--- src/rtl/pc_sequencer.sv ---
// ============================================================================
// Module   : pc_sequencer
// Purpose  : Program counter with a return-address stack and single-level
//            interrupt entry/exit.
// Revision : 1.0 - initial release
// ============================================================================
`default_nettype none

module pc_sequencer #(
  parameter int unsigned      WIDTH        = 16,
  parameter int unsigned      STEP         = 1,
  parameter logic [WIDTH-1:0] RESET_VECTOR = 16'h0000,
  parameter logic [WIDTH-1:0] IRQ_VECTOR   = 16'h00F0,
  parameter int unsigned      DEPTH        = 4
) (
  input  logic             clk,
  input  logic             rst,
  input  logic             i_stall,
  input  logic             i_branch_taken,
  input  logic [WIDTH-1:0] i_branch_target,
  input  logic             i_jump,
  input  logic [WIDTH-1:0] i_jump_target,
  input  logic             i_call,
  input  logic             i_ret,
  input  logic             i_irq,
  output logic [WIDTH-1:0] o_pc_out,
  output logic [WIDTH-1:0] o_pc_next,
  output logic             o_in_isr,
  output logic             o_irq_ack,
  output logic             o_stk_full,
  output logic             o_stk_empty,
  output logic             o_stk_err
);

  localparam int unsigned c_AW = (DEPTH > 1) ? $clog2(DEPTH) : 1;
  localparam int unsigned c_CW = $clog2(DEPTH + 1);
  localparam logic [c_CW-1:0]  c_FULL = c_CW'(DEPTH);
  localparam logic [WIDTH-1:0] c_STEP = WIDTH'(STEP);

  logic [WIDTH-1:0] r_pc;
  logic [WIDTH-1:0] r_stack [DEPTH];
  logic [c_CW-1:0]  r_count;
  logic             r_in_isr;
  logic             r_ack;
  logic             r_err;

  logic [WIDTH-1:0] w_seq;
  logic [WIDTH-1:0] w_top;
  logic [WIDTH-1:0] w_pc_next;
  logic [WIDTH-1:0] w_push_data;
  logic             w_full;
  logic             w_empty;
  logic             w_push;
  logic             w_pop;
  logic             w_entry;
  logic             w_isr_clr;
  logic             w_err_set;

  assign w_seq   = r_pc + c_STEP;
  assign w_full  = (r_count == c_FULL);
  assign w_empty = (r_count == '0);
  assign w_top   = r_stack[c_AW'(r_count - 1'b1)];

  // Single priority chain: only the winning action produces any side effect.
  always_comb begin
    w_pc_next   = w_seq;
    w_push_data = r_pc;
    w_push      = 1'b0;
    w_pop       = 1'b0;
    w_entry     = 1'b0;
    w_isr_clr   = 1'b0;
    w_err_set   = 1'b0;
    if (i_stall) begin
      w_pc_next = r_pc;
    end else if (i_irq && !r_in_isr) begin
      w_entry     = 1'b1;
      w_push      = 1'b1;
      w_push_data = r_pc;
      w_pc_next   = IRQ_VECTOR;
      w_err_set   = w_full;
    end else if (i_ret) begin
      w_isr_clr = r_in_isr;
      if (w_empty) begin
        w_err_set = 1'b1;
      end else begin
        w_pop     = 1'b1;
        w_pc_next = w_top;
      end
    end else if (i_call) begin
      w_push      = 1'b1;
      w_push_data = w_seq;
      w_pc_next   = i_jump_target;
      w_err_set   = w_full;
    end else if (i_jump) begin
      w_pc_next = i_jump_target;
    end else if (i_branch_taken) begin
      w_pc_next = i_branch_target;
    end
  end

  // Stack storage needs no reset; count alone defines validity.
  always_ff @(posedge clk) begin
    if (!rst && w_push && !w_full) begin
      r_stack[c_AW'(r_count)] <= w_push_data;
    end
  end

  always_ff @(posedge clk) begin
    if (rst) begin
      r_pc     <= RESET_VECTOR;
      r_count  <= '0;
      r_in_isr <= 1'b0;
      r_ack    <= 1'b0;
      r_err    <= 1'b0;
    end else begin
      r_pc  <= w_pc_next;
      r_ack <= w_entry;
      if (w_push && !w_full) begin
        r_count <= r_count + 1'b1;
      end else if (w_pop) begin
        r_count <= r_count - 1'b1;
      end
      if (w_entry) begin
        r_in_isr <= 1'b1;
      end else if (w_isr_clr) begin
        r_in_isr <= 1'b0;
      end
      if (w_err_set) begin
        r_err <= 1'b1;
      end
    end
  end

  assign o_pc_out    = r_pc;
  assign o_pc_next   = w_pc_next;
  assign o_in_isr    = r_in_isr;
  assign o_irq_ack   = r_ack;
  assign o_stk_full  = w_full;
  assign o_stk_empty = w_empty;
  assign o_stk_err   = r_err;

endmodule

`default_nettype wire

--- config.mk ---
export PLATFORM = sky130hd
export DESIGN_NAME = pc_sequencer
export DESIGN_NICKNAME = d
export VERILOG_FILES = /design/src/rtl/pc_sequencer.sv
export SDC_FILE = /design/constraint.sdc
export NUM_CORES = 1
export LEC_CHECK = 0
export CORE_ASPECT_RATIO = 1.25
export CORE_MARGIN = 4
export CORE_UTILIZATION = 45
export DETAILED_ROUTE_END_ITERATION = 6
export PLACE_DENSITY = 0.69
export SLEW_MARGIN = 30
export SYNTH_ARGS = -nofsm -noshare
export SYNTH_HDL_FRONTEND = slang
export SYNTH_SLANG_ARGS = --single-unit
--- constraint.sdc ---
create_clock -name clk -period 7.6 [get_ports clk]
set_input_delay 2.28 -clock clk [delete_from_list [all_inputs] [get_ports clk]]
set_output_delay 2.28 -clock clk [all_outputs]
set_load 0.01 [all_outputs]
==> key figures <==
Status
  – Status: finished, final reports clean

STA
  – Worst Skew: 12.77 ps
  – Setup TNS Final: 0 ps
  – Max-slew violations: 0
  – Slew margin rel.: 35.02%
  – Least-Margin Pin Slew: 974.6 ps
  – Min cycle time layout: 7131 ps
  – RSZ-0062 raised after global routing: false
  – Final hold violations: 0
  – Final worst path period share: 93.82%
  – Max Clk Rate: 140.2 MHz
  – Setup violations, final: 0

Synth
  – Post-synthesis cell area: 4562 sq um
  – Top cells by area, synth: edfxtp_1 42%, dfxtp_1 9.7%, mux4_2 7.9%
  – Syn Area/Cell: 11.18 sq um
  – Sequential fraction of the synthesis area: 51.78%
  – Synth Warn #: 0
  – Post-synth top area cell: edfxtp_1
  – Asr flop ratio synth: 0%
  – Net Count, Synth: 454
  – Synth Register Bits: 86
  – Share of the synthesized area in the top cell type: 42.13%
  – Post-synth top flop: edfxtp_1
  – Number of synthesized flops with an enable pin: 64
  – Synth unique cells: 59
  – Synthesized instance count: 408

Final layout
  – Fillers: 825
  – Layout area overhead: 24.93%
  – Commonest non-fill, non-tap cell in the layout: clkdlybuf4s50_1
  – Number of diodes: 0
  – Post-Layout Cell Count: 607
  – Layout cells sized above 1: 11.64%
  – Most frequent cells in the layout: 76 x clkdlybuf4s50_1, 64 x edfxtp_1, 36 x nand2_1
  – # nets final: 522
  – Final core utilization: 58.40%

Clocking
  – Post-CTS setup buffer count: 0
  – Hold_buf cts: 0
  – Clock buffer depth: 2
  – Worst-skew pair later-pin latency: 350 ps
  – # clock sinks: 86
  – CTS HTree Levels: 3
  – CTS resizes: 0
  – CTS Buf Count: 9
  – CTS tree: done
  – Clock slew at reported path FFs: 70 ps
  – Clk Tree Root Cell: clkbuf_16

Global route
  – GRT Overall Usage: 22.44%
  – Largest net degree at the start of global routing: 25
  – Vias in the first global route: 3,662
  – Global-route wire length before repair: 20,390 um
  – Initial antenna violation count: 0
  – Grt total ovfl: 0

Critical path
  – Req. time, crit path: 5320 ps
  – FF-to-FF setup slack: 5030 ps
  – Critical Path Source Type: input pin
  – Worst Setup End Kind: output port
  – CP max FO: 16
  – CP Class: input pin to output port
  – Arrival time worst endpoint: 4850 ps

Floorplanning
  – Io pins: 77
  – Die Span X: 98.06 um
  – Core footprint: 9759 sq um
  – Rows: 40
  – DIE AREA: 11,820 sq um
  – Die height: 120.6 um
  – Initial Util: 46.74%

Place
  – Placer congestion estimate: 0.9053
  – DP Wirelength: 9086 um
  – Port-buffer cells: 76
  – Placed Instances: 591

Power
  – Max VDD drop: 0.0001021 V
  – Pint: 0.0009048 W
  – Net Sw Frac: 27.16%
  – Clock power frac: 34.7%
  – Pwr dens: 218.0 nW/um^2
  – Cell leakage power: 1.973 nW
  – Psw: 0.0003374 W
  – Sequential power share: 44.0%
  – Combinational share of power: 21.3%

Drt
  – Via density: 6.259
  – WL per Instance: 21.75 um
  – DRT iter0 DRCs: 428
  – DRT Pass-1 Iters: 6
  – Drt total wl: 13,200 um
  – Via Count: 3,799
  – # DRC: 0
  – Routed Antenna Nets: 0

Flow run
  – Max Cap Violations: 0

Worst hold path
  – Hold WC Path Type: register to register
-- per-stage QoR --
step	power, W	cell area, sq um	hold WS (ps)	worst slack [ps]
floorplan	0.0007061	4562	483.9	1836
global placement	0.0008159	5416	463.7	559.1
detailed placement	0.0008186	5416	472.0	518.4
CTS	0.001248	5699	489.1	511.4
global route	0.001288	5699	527.1	307.4
finish	0.001242	5699	484.1	469.5
-- logic make-up (layout without fill, tap and decap cells) --
logic type / Yosys count / in the layout / synth area share, %
DFF: 86 / 86 / 51.78
adders and majority gates: 6 / 6 / 1.646
xor gates and xnor gates: 18 / 18 / 3.456
buffers and inverters: 40 / 113 / 3.949
muxes: 18 / 18 / 8.338
AOI/OAI and AO/OA: 107 / 107 / 15.28
and+or+nand+nor: 133 / 133 / 15.55
-- power by group through the flow --
stage          clock, W  combinational [W]  sequential, W
6_report       0.000431           0.000265       0.000546
2_1_floorplan         0           0.000156       0.000550
5_1_grt        0.000455           0.000286       0.000548
4_1_cts        0.000438           0.000265       0.000545
3_5_place_dp          0           0.000264       0.000555
3_3_place_gp          0           0.000262       0.000554
-- flip-flops by register name, indices dropped and copies added (netlist names) --
| name | count |
|---|---|
| o_in_isr | 1 |
| o_irq_ack | 1 |
| o_pc_out | 16 |
| o_stk_err | 1 |
| r_count | 3 |
| r_stack | 64 |
-- layout make-up --
type / count / area, sq um / share of cell area [%]
clock inverter: 4 / 46.29 / 0.8123
inverter: 11 / 41.29 / 0.7245
multi-input combinational: 282 / 2019 / 35.43
sequential: 86 / 2362 / 41.45
timing repair buffer: 86 / 835.8 / 14.67
clock buffer: 12 / 236.5 / 4.149
tap: 126 / 157.7 / 2.766
-- layer usage --
| metal | GRT usage, % | up-vias | wire length [um] |
|---|---|---|---|
| met2 | 35.86 | 224 | 6163 |
| met4 | 11.26 | 0 | 553 |
| li1 | - | 1698 | - |
| met5 | 0 | - | 0 |
| met1 | 29.05 | 1836 | 5345 |
| met3 | 4.385 | 41 | 1141 |
-- worst paths after layout --
kind,cells past startpoint,start,end
max,7,i_jump,o_pc_next[12]
min,2,o_stk_err$_SDFFE_PP0P_,o_stk_err$_SDFFE_PP0P_
max reg2reg,5,r_count[0]$_SDFFE_PP0P_,r_stack[3][7]$_DFFE_PP_
min reg2reg,2,o_stk_err$_SDFFE_PP0P_,o_stk_err$_SDFFE_PP0P_
-- Yosys cell counts (7+ instances only) --
library cell	count
inv_1	10
nor3_1	10
o21ai_0	23
clkbuf_1	14
mux4_2	16
and3_1	8
buf_2	12
a211oi_1	8
nor2_1	28
and2_1	7
xnor2_1	9
nand3_1	15
nand2_1	36
a21oi_1	31
edfxtp_1	64
xor2_1	9
dfxtp_1	22
-- worst max-delay path: stages --
cell and delay (ps):
clkdlybuf4s50_1 620, or2_1 530, or3_1 390, o211ai_1 190
a31oi_1 140, nor2_1 140, clkdlybuf4s50_1 540
(Power assumes the default switching activity.)
